===== src/rtl/mem_bus_arbiter.sv =====
// Two-requester memory bus arbiter. Requester 0 is the CPU core,
// requester 1 the program loader. A three-state FSM (IDLE -> ACCESS -> DONE)
// owns the bus for WAIT_CYCLES cycles per access. Ties are broken by a
// round-robin pointer. Read data is captured into a per-requester register.
module mem_bus_arbiter #(
  parameter int WAIT_CYCLES = 2  // legal range 1..15
) (
  input  logic       clk,
  input  logic       rst,
  input  logic       req0,
  input  logic       req1,
  input  logic       we0,
  input  logic       we1,
  input  logic [7:0] addr0,
  input  logic [7:0] addr1,
  input  logic [7:0] wdata0,
  input  logic [7:0] wdata1,
  output logic       gnt0,
  output logic       gnt1,
  output logic       done0,
  output logic       done1,
  output logic [7:0] rdata0,
  output logic [7:0] rdata1,
  output logic [7:0] mem_addr,
  output logic [7:0] mem_wdata,
  output logic       mem_write_en,
  output logic       mem_drive,
  input  logic [7:0] mem_rdata,
  output logic       busy
);

  typedef enum logic [1:0] {
    IDLE   = 2'd0,
    ACCESS = 2'd1,
    DONE   = 2'd2
  } state_t;

  localparam logic [3:0] WAIT_LD = 4'(WAIT_CYCLES);

  state_t      state_q, state_d;
  logic [3:0]  cnt_q, cnt_d;
  logic        ptr_q, ptr_d;      // favoured requester on a tie
  logic        owner_q, owner_d;  // requester currently owning the bus
  logic        we_q, we_d;
  logic [7:0]  addr_q, addr_d;
  logic [7:0]  wdata_q, wdata_d;
  logic [7:0]  rdata0_q, rdata0_d;
  logic [7:0]  rdata1_q, rdata1_d;
  logic        win;

  // State register; synchronous reset abandons any access in flight.
  always_ff @(posedge clk) begin
    // NOTE: non-blocking assignments here so every flop samples the
    // pre-edge value of every other flop, independent of statement order.
    if (rst) begin
      state_q  <= IDLE;
      cnt_q    <= 4'd0;
      ptr_q    <= 1'b0;
      owner_q  <= 1'b0;
      we_q     <= 1'b0;
      addr_q   <= 8'd0;
      wdata_q  <= 8'd0;
      rdata0_q <= 8'd0;
      rdata1_q <= 8'd0;
    end else begin
      state_q  <= state_d;
      cnt_q    <= cnt_d;
      ptr_q    <= ptr_d;
      owner_q  <= owner_d;
      we_q     <= we_d;
      addr_q   <= addr_d;
      wdata_q  <= wdata_d;
      rdata0_q <= rdata0_d;
      rdata1_q <= rdata1_d;
    end
  end

  // Next-state logic: arbitration, request latching, wait counting, read capture.
  always_comb begin
    // NOTE: every signal gets a hold-value default first, so no branch
    // can leave one unassigned and infer a latch.
    state_d  = state_q;
    cnt_d    = cnt_q;
    ptr_d    = ptr_q;
    owner_d  = owner_q;
    we_d     = we_q;
    addr_d   = addr_q;
    wdata_d  = wdata_q;
    rdata0_d = rdata0_q;
    rdata1_d = rdata1_q;
    win      = ptr_q;

    case (state_q)
      IDLE: begin
        if (req0 || req1) begin
          // Lone requester wins outright; a tie goes to the pointer.
          win     = (req0 && req1) ? ptr_q : req1;
          owner_d = win;
          ptr_d   = ~win;
          we_d    = win ? we1    : we0;
          addr_d  = win ? addr1  : addr0;
          wdata_d = win ? wdata1 : wdata0;
          cnt_d   = WAIT_LD;
          state_d = ACCESS;
        end
      end
      ACCESS: begin
        cnt_d = cnt_q - 4'd1;
        if (cnt_q == 4'd1) begin
          state_d = DONE;
          if (!we_q) begin
            if (owner_q) rdata1_d = mem_rdata;
            else         rdata0_d = mem_rdata;
          end
        end
      end
      DONE: begin
        cnt_d   = 4'd0;
        state_d = IDLE;
      end
      default: state_d = IDLE;
    endcase
  end

  // Bus and handshake outputs decoded from the registered state.
  always_comb begin
    gnt0         = 1'b0;
    gnt1         = 1'b0;
    done0        = 1'b0;
    done1        = 1'b0;
    mem_addr     = 8'd0;
    mem_wdata    = 8'd0;
    mem_write_en = 1'b0;
    mem_drive    = 1'b0;
    busy         = (state_q != IDLE);

    case (state_q)
      ACCESS: begin
        gnt0     = ~owner_q;
        gnt1     = owner_q;
        mem_addr = addr_q;
        if (we_q) begin
          mem_write_en = 1'b1;
          mem_drive    = 1'b1;
          mem_wdata    = wdata_q;
        end
      end
      DONE: begin
        done0 = ~owner_q;
        done1 = owner_q;
      end
      default: ;
    endcase
  end

  assign rdata0 = rdata0_q;
  assign rdata1 = rdata1_q;

endmodule


===== config.mk =====
export PLATFORM = sky130hd
export DESIGN_NAME = mem_bus_arbiter
export DESIGN_NICKNAME = d
export VERILOG_FILES = /design/src/rtl/mem_bus_arbiter.sv
export SDC_FILE = /design/constraint.sdc
export NUM_CORES = 1
export LEC_CHECK = 0
export BUFFER_PORTS_ARGS = -buffer_cell sky130_fd_sc_hd__buf_2
export CAP_MARGIN = 20
export CORE_AREA = 4 4 71 73
export CTS_BUF_LIST = sky130_fd_sc_hd__clkbuf_16
export CTS_CLUSTER_SIZE = 16
export DETAILED_ROUTE_END_ITERATION = 12
export DIE_AREA = 0 0 75 77
export GPL_TIMING_DRIVEN = 0
export PLACE_DENSITY_LB_ADDON = 0.15
export SYNTH_ARGS = -nofsm -noshare
export SYNTH_HDL_FRONTEND = slang
export SYNTH_SLANG_ARGS = --single-unit
export TNS_END_PERCENT = 30

===== constraint.sdc =====
create_clock -name clk -period 1.9 [get_ports clk]
set_input_delay 0.57 -clock clk [delete_from_list [all_inputs] [get_ports clk]]
set_output_delay 0.57 -clock clk [all_outputs]
set_load 0.005 [all_outputs]

Word-level counts from Yosys, hierarchy flattened

Cells that the tools add are included.

Reduce and logical (&&, ||, !) cells: 10
Mux-type cells: 18
Bitwise operators: 3
Add/subtract/negate cells: 1
Equality and inequality tests: 5

Operators with widths:

| kind                                                                   | count |
|---|---|
| 8-bit two-way mux                                                      | 5 |
| 4-bit case mux with 3 select lines                                     | 1 |
| 1-bit two-way mux                                                      | 8 |
| 4-bit AND reduction                                                    | 2 |
| 2-bit AND reduction                                                    | 3 |
| 4-bit by 1-bit equality test with 1-bit output (second input constant) | 1 |
| 2-bit two-way mux                                                      | 2 |
| 4-bit two-way mux                                                      | 1 |
| 2-bit inequality test (second input constant)                          | 2 |
| 2-bit case mux with 2 select lines                                     | 1 |
| 4-bit by 1-bit subtractor with 4-bit output (second input constant)    | 1 |
| 1-bit NOT                                                              | 3 |
| 3-bit nonzero test                                                     | 1 |
| 2-bit by 1-bit equality test with 1-bit output (second input constant) | 1 |
| 2-bit equality test (second input constant)                            | 1 |
| 2-bit zero test                                                        | 1 |
| 2-bit nonzero test                                                     | 1 |
| 1-bit logical AND                                                      | 1 |
| 1-bit logical OR                                                       | 1 |

Logic and storage cells: 46
Output and inout port bits: 39
Flip-flop bits (word level): 41
Bits of input ports: 46

Longest topological paths before layout

Gate-level depths: netlist (run 1).

Depth in word-level cells: 3
Mapped depth: 8
Mapped depth without buffers: 5

Least setup slack after synthesis (run 1)

OpenSTA, ideal clock, no wires.

Path kind: register to output
Start: register state_q[1]
End: output port mem_write_en
Slack: 177 ps
Required time: 1330 ps
Arrival time: 1153 ps
Buffers on the path: 3
Cell stages (with the launch flop): 7
Path through: dfxtp_1 > inv_1 > ha_1 > buf_2 > clkbuf_1 > and2_1 > buf_4

Word-level cells in the longest chain between the ends: 2

Ends and longest elaborated chain:

| item                                           | RTL line | source |
|---|---|---|
| start, declared                                | 40       | `state_t state_q, state_d;` |
| start signal, assigned                         | 66       | `state_q <= state_d;` |
| 2-bit by 1-bit equality test with 1-bit output | -        |  |
| 1-bit two-way mux                              | -        |  |
| end, declared                                  | 26       | `output logic mem_write_en,` |

Every way passes these cells.

Worst setup path in the final report (run 1)

Start: register state_q[1]
End: output port mem_wdata[2]

Word-level cells in the longest chain between the ends: 2

Ends and longest elaborated chain:

| item                                           | RTL line | source |
|---|---|---|
| 2-bit by 1-bit equality test with 1-bit output | 137      | `case (state_q)` |
| 8-bit two-way mux                              | 137      |  |
| end, declared                                  | 25       | `output logic [7:0] mem_wdata,` |

Every way passes these cells.

==> results of run 1 <==
-- power by group --
part / switching [mW] / internal (mW)
logic: 0.642 / 0.563
registers: 0.121 / 1.03
clock network: 0.357 / 0.622
-- cells in the final DEF, fill, tap and decap left out, drive strengths merged, types with 2 or more instances in the layout --
cell type,n
a31oi,3
nand4,2
mux2i,17
nand3,18
nor2,17
and2,12
and3,8
a311oi,14
a21oi,5
nand2,26
or3b,2
dfxtp,41
buf,99
ha,5
inv,7
o21ai,25
clkbuf,14
nor2b,3
-- tightest hold or removal path, stage by stage, from the launching register on --
cell     delay [ps]
dfxtp_1         310
nand2_1          50
mux2i_1          50
-- per-layer routing --
| metal | global-route usage [%] | up-vias | routed length (um) |
|---|---|---|---|
| met2 | 33.0 | 75 | 2860 |
| met1 | 26.6 | 973 | 2470 |
| met4 | 3.74 | 0 | 34 |
| met3 | 4.97 | 4 | 480 |
| met5 | 0 | - | 0 |
| li1 | - | 1049 | - |
-- state kept, by name, summed over array words and instances (netlist names) --
signal	count
addr_q	8
rdata0	8
rdata1	8
wdata_q	8
cnt_q	4
state_q	2
owner_q	1
ptr_q	1
we_q	1
-- through the flow --
step	setup TNS (ps)	utilization (%)	total power, mW	worst slack (ps)
after floorplan	0	-	1.88	177
after global placement	-1170	58.3	2.21	-156
after detailed placement	-1280	58.3	2.22	-165
after CTS	0	63.8	3.33	4.26
after global routing	-170	63.9	3.54	-30.5
final	0	63.9	3.34	9.82
-- timing repair --
item | CTS | global route
gates resized for setup | 14 | 3
setup buffers | 2 | 1
endpoints found under the setup margin | 20 | 19
gates cloned | 2 | 0
-- layout make-up --
cell class / count / share of cell area, %
Clock buffer: 5 / 4.50
Multi-Input combinational cell: 173 / 39.8
Sequential cell: 41 / 29.6
Tap cell: 52 / 2.34
Timing Repair Buffer: 89 / 16.6
Buffer: 19 / 4.54
Clock inverter: 3 / 1.66
Inverter: 7 / 0.944
-- path summary, 6_finish.rpt --
path                            cells past startpoint  slack (ps)      endpoint  startpoint
worst min-delay path                                2         450     rdata0[6]   rdata0[6]
worst min register to register                      2         450     rdata0[6]   rdata0[6]
worst max-delay path                                5          10  mem_wdata[2]  state_q[1]
worst max register to register                      9         190     addr_q[7]  state_q[1]
-- logic make-up after synthesis --
logic type	Yosys count	synth area share (%)
compound gates	56	17.7
buf+inv	29	7.06
simple gates	95	23.9
flops	41	40.0
mux	17	8.28
fa+ha+maj	5	3.05
==> metrics.txt, run 1 <==
status finished clean; worst hold path class reg2reg; CTS buffer count 5; DR pass1 iterations 4; register area 823 um^2; Req. time, crit path 1330 ps; detailed placer's ending HPWL 4110 um; drt total wl 5850 um; drt wl/cell 15.0 um; Fin. Hold Viols 0; Via Count 2101; Post-synth EDFFs 0; gr ovfl total 0; Synth area leaders dfxtp_1 40%, mux2i_1 8.3%, a311oi_1 6.0%; Crit-path slowest cell dfxtp_2; residual DRC count 0; Setup CP Type reg2out; Final Non-Filler Cells 389; Syn Std Cell Area 2050 um^2; # fillers 398; RSZ-0062 raised after global routing true; number of I/O pins 85; Final Setup Violations 0; Period minus WS final 1890 ps; CP top delay family buffers and inverters; # rows 24; clk sinks 41; CTS tree yes; Routability Congestion 0.780; Ant. Diodes 0; Die W 75 um; largest area contributor in the netlist dfxtp_1; Layout Skew 3.27 ps; headroom to the max-slew limit 65.6%; largest buffer count on any clock path 2; Synth Instances 243; top cell type's share of synthesized area 40.0%; final instance area 2780 um^2; leak pwr 1.36 nW; DP Area 2540 um^2; H-tree levels 2; largest net degree at the start of global routing 15; f_max 0.529 GHz; Clk Latency, worst-skew pair 280 ps; Max FO, Critical Path 6; number of global-route vias before repair 1904; share of cells above drive strength 1 36.8%; multi-input logic area 1110 um^2; most frequent cells after synthesis 41 x dfxtp_1, 25 x nand2_1, 21 x o21ai_0; Power Density 1200 nW/um^2; Placed Cells 379; post-layout net count 387; Yosys reg bits 41; Global Route Usage Sum 20.1%; CTS hold repair buffers 0; synth warn 0; Pins Over Slew Limit 0; WP data arrival 1320 ps; critical-path cell list inv_2 -> ha_4 -> clkbuf_4 -> and3_1 -> buf_2; Mean Syn Cell Area 8.45 um^2; Via density 5.40; global-route wire length before repair 9180 um; FFs w/ async S/R, synth 0%; Core ar. 4350 um^2; crit path capture type primary output; Worst-Margin Slew 516 ps; DIE AREA 5780 um^2; Final Cycle Share 99.5%; most numerous cell in the Yosys netlist dfxtp_1; MaxCap Viol Count 0; syn_nets 294; initial DRC count 99; hold_ws 449 ps; clock-pin slew on the worst setup and hold paths 60 ps; Initial Util 47.2%; area grow syn2layout 35.4%; slowest stage delay, CP 330 ps; Yosys cell types 39; Root Buffer clkbuf_16; dominant synthesized flop cell dfxtp_1; die height 77 um; ANT nets after route 0; register area share after synthesis 40.0%; Bufs and invs on worst path 3; IO buf count 84; Max VDD drop 0.000614 V; initial antenna violation count 0; crit start category register
No activity file was read; power rests on OpenSTA's default activity.
==> run 2, diff against run 1 <==
- CORE_AREA: 4 4 71 73 -> 4 4 77 79
- DIE_AREA: 0 0 75 77 -> 0 0 81 83
- clock period: 1.9 -> 2 ns (I/O delays scaled with it)
==> run 2 against run 1 <==
  * Die area grew 16%
  * Routed wire length shrank 2.8%
  * Critical endpoint is now mem_write_en
  * Largest cell class unchanged
  * Clock power grew 8%
==> metrics.txt, run 2 (same netlist as run 1, synthesis figures left out) <==
Setup CP Type reg2out (unchanged); headroom to the max-slew limit 68.1% (was 65.6%); leak pwr 1.37 nW (was 1.36 nW); Clk Latency, worst-skew pair 280 ps (about the same); drt total wl 5680 um (was 5850 um); drt wl/cell 14.0 um (was 15.0 um); Routability Congestion 0.816 (was 0.780); largest buffer count on any clock path 2 (unchanged); Crit-path slowest cell dfxtp_2 (unchanged); Fin. Hold Viols 0 (unchanged); slowest stage delay, CP 340 ps (was 330 ps); number of global-route vias before repair 1954 (was 1904); final total power 3.25 mW (was 3.34 mW); DIE AREA 6720 um^2 (was 5780 um^2); RSZ-0062 raised after global routing true (unchanged); Core ar. 5340 um^2 (was 4350 um^2); Req. time, crit path 1400 ps (was 1330 ps); detailed placer's ending HPWL 4210 um (was 4110 um); Root Buffer clkbuf_16 (unchanged); clk sinks 41 (unchanged); Final Setup Violations 0 (unchanged); f_max 0.504 GHz; DP Area 2560 um^2 (was 2540 um^2); number of I/O pins 85 (unchanged); commonest non-fill, non-tap cell in the layout buf_2 (unchanged); initial antenna violation count 0 (unchanged); commonest cells after routing, fill and taps aside 90 x buf_2, 39 x dfxtp_1, 25 x nand2_1 (unchanged); Final Cycle Share 99.2%; Max FO, Critical Path 10 (was 6); R2R Setup Slk 420 ps (was 190 ps); critical-path cell list inv_2 -> ha_4 -> clkbuf_16 -> and2_4 -> buf_4 -> buf_2 (was inv_2 -> ha_4 -> clkbuf_4 -> and3_1 -> buf_2); Via Count 2046 (was 2101); Worst-Margin Slew 478 ps (was 516 ps); Global Route Usage Sum 16.7% (was 20.1%); MaxCap Viol Count 0 (unchanged); die height 83 um (was 77 um); Max VDD drop 0.000567 V (was 0.000614 V); gr ovfl total 0 (unchanged); global-route wire length before repair 9070 um (was 9180 um); Bufs and invs on worst path 4 (was 3); ANT nets after route 0 (unchanged); share of cells above drive strength 1 36.1% (was 36.8%); WP data arrival 1380 ps (was 1320 ps); Ant. Diodes 0 (unchanged); CTS buffer count 5 (unchanged); CTS tree yes (unchanged); # rows 27 (was 24); crit path capture type primary output (unchanged); area grow syn2layout 36.7% (was 35.4%); crit start category register (unchanged); Layout Skew 2.37 ps (was 3.27 ps); Initial Util 38.5% (was 47.2%); largest net degree at the start of global routing 15 (unchanged); status finished clean (unchanged); IO buf count 84 (unchanged); hold_ws 457 ps (was 449 ps); Period minus WS final 1980 ps; TNS Setup 0 ps (unchanged); H-tree levels 2 (unchanged); residual DRC count 0 (unchanged); Pins Over Slew Limit 0 (unchanged); Die W 81 um (was 75 um); DR pass1 iterations 4 (unchanged); clock-pin slew on the worst setup and hold paths 60 ps (about the same); final instance area 2810 um^2 (was 2780 um^2); Via density 5.03 (was 5.40); Power Density 1160 nW/um^2 (was 1200 nW/um^2); CP top delay family buffers and inverters (unchanged); post-layout net count 385 (was 387); initial DRC count 29 (was 99); Final Non-Filler Cells 407 (was 389); worst hold path class reg2reg (unchanged); Placed Cells 399 (was 379)
==> run 2: metal layers <==
layer	up-vias	share of wire [%]	GRT usage, %
li1	1046	-	-
met1	933	45	21.9
met2	63	47	28.0
met3	4	6.8	3.25
met4	0	0.77	3.69
met5	-	0	0
==> run 2: power by group <==
| group | internal, mW | switching, mW | total, mW |
|---|---|---|---|
| logic | 0.511 | 0.583 | 1.09 |
| registers | 0.982 | 0.112 | 1.09 |
| clock network | 0.720 | 0.343 | 1.06 |
| total | 2.21 | 1.04 | 3.25 |
==> run 2: worst paths after layout <==
| path | endpoint | depth (start not counted) | from |
|---|---|---|---|
| worst max-delay path | mem_write_en | 6 | state_q[1] |
| worst min-delay path | rdata0[5] | 2 | rdata0[5] |
| worst max register to register | addr_q[3] | 8 | state_q[0] |
| worst min register to register | rdata0[5] | 2 | rdata0[5] |
==> run 2: final cells by class <==
class	instances	area, um^2
buffer	20	135
fill	556	2530
sequential	41	823
clock inverter	3	68.8
inverter	7	26.3
tap	72	90.1
multi-input combinational	173	1100
clock buffer	5	125
timing repair buffer	86	435
==> run 2: what timing repair did <==
item | CTS | global route
hold buffers | 0 | 0
setup buffers | 1 | 1
gates resized for setup | 11 | 1
setup endpoints to repair | 18 | 10
==> run 2: per-stage QoR <==
step / util, % / worst slack, ps
2_1_floorplan: - / 247
6_report: 52.6 / 15.4
3_5_place_dp: 48.1 / -130
5_1_grt: 52.6 / -25.2
3_3_place_gp: 48.1 / -94.7
4_1_cts: 52.5 / -0.256
==> run 2: worst reg2reg max path: cells and delay by family (launching register included) <==
family / cells / cell delay, ps
buf+inv: 4 / 590
flops: 1 / 340
compound gates: 2 / 370
fa+ha+maj: 1 / 140
simple gates: 1 / 50
==> run 3, diff against run 2 <==
- ABC_AREA: unset -> 1
- BUFFER_PORTS_ARGS: -buffer_cell sky130_fd_sc_hd__buf_2 -> unset
- CORE_AREA: 4 4 77 79 -> 4 4 80 82
- DIE_AREA: 0 0 81 83 -> 0 0 84 86
- DONT_BUFFER_PORTS: unset -> 1
==> run 3 against run 2 <==
  * Clock power down 17%
  * Fmax is 4.8% higher
  * Sequential share of layout area grew 3.2 points
  * Power shrank 25%
  * Non-clock buffer count shrank 89
  * Largest cell class unchanged
  * Largest power group unchanged
  * Final area decreased by 10%
  * Critical path depth unchanged
  * Routed wire length down 9.9%
  * Worst hold slack better by 4.1 ps
  * Worst setup slack better by 91 ps
==> metrics.txt, run 3 <==
status finished clean (unchanged); IO buf count 0 (was 84); Period minus WS final 1890 ps (was 1980 ps); synth warn 0 (unchanged); Worst-Margin Slew 468 ps (was 478 ps); Die W 84 um (was 81 um); # rows 28 (was 27); clk sinks 41 (unchanged); die height 86 um (was 83 um); DR pass1 iterations 4 (unchanged); number of I/O pins 85 (unchanged); largest area contributor in the netlist dfxtp_1 (unchanged); commonest cells after routing, fill and taps aside 89 x nand2_1, 54 x nor2_1, 49 x inv_1 (was 90 x buf_2, 39 x dfxtp_1, 25 x nand2_1); Yosys cell types 25 (was 39); initial antenna violation count 0 (unchanged); Max FO, Critical Path 7 (was 10); main combinational cell family by area after synthesis simple AND/OR/NAND/NOR gates (unchanged); Synth area leaders dfxtp_1 37%, nand2_1 15%, nor2_1 9.1% (was dfxtp_1 40%, mux2i_1 8.3%, a311oi_1 6.0%); gr ovfl total 0 (unchanged); Layout Skew 5.16 ps (was 2.37 ps); Via density 4.57 (was 5.03); Ant. Diodes 0 (unchanged); Clk Latency, worst-skew pair 280 ps (about the same); area grow syn2layout 13.9% (was 36.7%); Setup CP Type reg2out (unchanged); Routability Congestion 0.749 (was 0.816); WP data arrival 1290 ps (was 1380 ps); most frequent cells after synthesis 90 x nand2_1, 54 x nor2_1, 50 x inv_1 (was 41 x dfxtp_1, 25 x nand2_1, 21 x o21ai_0); Final Cycle Share 94.7% (was 99.2%); worst r2r path cells 8 (unchanged); Synth Area in Simple Gates 38.9% (was 23.9%); Mean Syn Cell Area 6.62 um^2 (was 8.45 um^2); post-layout net count 396 (was 385); dominant synthesized flop cell dfxtp_1 (unchanged); TNS Setup 0 ps (unchanged); syn_nets 386 (was 294); CTS hold repair buffers 0 (unchanged); FFs w/ async S/R, synth 0% (unchanged); Root Buffer clkbuf_16 (unchanged); post-synthesis mux area share 0% (was 8.28%); leak pwr 1.32 nW (was 1.37 nW); Via Count 1920 (was 2046); Power Density 963 nW/um^2 (was 1160 nW/um^2); share of cells above drive strength 1 12.8% (was 36.1%); number of global-route vias before repair 1779 (was 1954); headroom to the max-slew limit 68.8% (was 68.1%); detailed placer's ending HPWL 3930 um (was 4210 um); worst hold path depth 2 (unchanged); hold_ws 461 ps (was 457 ps); DIE AREA 7220 um^2 (was 6720 um^2); Post-synth EDFFs 0 (unchanged); crit path capture type primary output (unchanged); Syn Std Cell Area 2220 um^2 (was 2050 um^2); initial DRC count 62 (was 29); Synth Area in Compound Gates 7.05% (was 17.7%); MaxCap Viol Count 0 (unchanged); CTS tree yes (unchanged); Initial Util 38.6% (was 38.5%); global-route wire length before repair 8630 um (was 9070 um); Synth Area in Adders 2.82% (was 3.05%); Post-Synth XOR/XNOR Area 0% (unchanged); commonest non-fill, non-tap cell in the layout nand2_1 (was buf_2); CTS buffer count 5 (unchanged); Final Setup Violations 0 (unchanged); residual DRC count 0 (unchanged); # fillers 634 (was 556); Global Route Usage Sum 14.6% (was 16.7%); Yosys reg bits 41 (unchanged); Synth Instances 335 (was 243); clock-pin slew on the worst setup and hold paths 60 ps (about the same); RSZ-0062 raised after global routing false (was true); ANT nets after route 0 (unchanged); Core ar. 5750 um^2 (was 5340 um^2); drt wl/cell 12.2 um (was 14.0 um); register area share after synthesis 37.0% (was 40.0%); Req. time, crit path 1400 ps (about the same); drt total wl 5120 um (was 5680 um); Pins Over Slew Limit 0 (unchanged); H-tree levels 2 (unchanged); largest net degree at the start of global routing 13 (was 15); most numerous cell in the Yosys netlist nand2_1 (was dfxtp_1); Fin. Hold Viols 0 (unchanged); crit start category register (unchanged); f_max 0.528 GHz (was 0.504 GHz); largest buffer count on any clock path 2 (unchanged); Max VDD drop 0.000548 V (was 0.000567 V); worst hold path class reg2reg (unchanged); top cell type's share of synthesized area 37.0% (was 40.0%)
==> run 3: cell count changes after synthesis, moves of 8 or more <==
| cell | previous run | this run |
|---|---|---|
| o21ai_0 | 21 | 0 |
| and2_1 | 12 | 0 |
| mux2i_1 | 17 | 0 |
| nand3b_1 | 0 | 8 |
| and3_1 | 8 | 0 |
| nor2_1 | 17 | 54 |
| a21oi_1 | 5 | 17 |
| a311oi_1 | 14 | 0 |
| inv_1 | 7 | 50 |
| nor3_1 | 0 | 8 |
| nand2_1 | 25 | 90 |
==> run 3: cell families after synthesis <==
family,count (synthesis)
and+or+nand+nor,191
buffers and inverters,69
adders and majority gates,5
AOI/OAI and AO/OA,29
DFF,41
==> run 3: worst paths after layout <==
check,endpoint,slack [ps],from
max,gnt0,110,state_q[1]
min,ptr_q,460,ptr_q
max reg2reg,rdata0[2],530,state_q[1]
min reg2reg,ptr_q,460,ptr_q
==> run 3: where the power goes <==
| part | switching (mW) | internal, mW | total [mW] |
|---|---|---|---|
| combinational | 0.371 | 0.229 | 0.600 |
| clock | 0.305 | 0.579 | 0.884 |
| sequential | 0.0491 | 0.901 | 0.950 |
==> run 3: final cells by class <==
class | instances | area [um^2] | area share, %
sequential | 41 | 822 | 32.5
inverter | 55 | 211 | 8.37
clock inverter | 2 | 35.0 | 1.39
tap | 75 | 93.8 | 3.71
multi-input combinational | 225 | 1100 | 43.4
buffer | 14 | 119 | 4.71
clock buffer | 5 | 125 | 4.95
timing repair buffer | 3 | 22.5 | 0.892
==> run 3: timing repair <==
| action | 4_1_cts | 5_1_grt |
|---|---|---|
| setup buffers | 0 | 3 |
| gates resized for setup | 7 | 3 |
| hold endpoints to repair | 0 | 0 |
| setup endpoints to repair | 19 | 14 |
==> run 3: layer usage <==
| layer | part of all wire (%) | up-vias | track usage (%) |
|---|---|---|---|
| met2 | 45 | 63 | 23.5 |
| met5 | 0 | - | 0 |
| met3 | 9.3 | 2 | 5.67 |
| met4 | 0.57 | 0 | 3.51 |
| met1 | 45 | 817 | 18.6 |
| li1 | - | 1038 | - |
==> run 3: per-stage QoR <==
stage / util [%] / setup slack, ps / std cells / cell area, um^2 / power, mW
2_1_floorplan: - / 274 / 335 / 2220 / 1.42
3_3_place_gp: 40.2 / 43.6 / 410 / 2310 / 1.53
3_5_place_dp: 40.2 / 55.2 / 410 / 2310 / 1.54
4_1_cts: 43.5 / 6.59 / 417 / 2500 / 2.45
5_1_grt: 44.0 / 13.9 / 420 / 2530 / 2.60
6_report: 44.0 / 107 / 420 / 2530 / 2.43
==> run 3: critical path, stage by stage, from the launching register on <==
cell and delay, ps:
dfxtp_2 340, inv_1 60, ha_1 180, buf_6 150, buf_4 140, nand2_2 90
inv_1 60
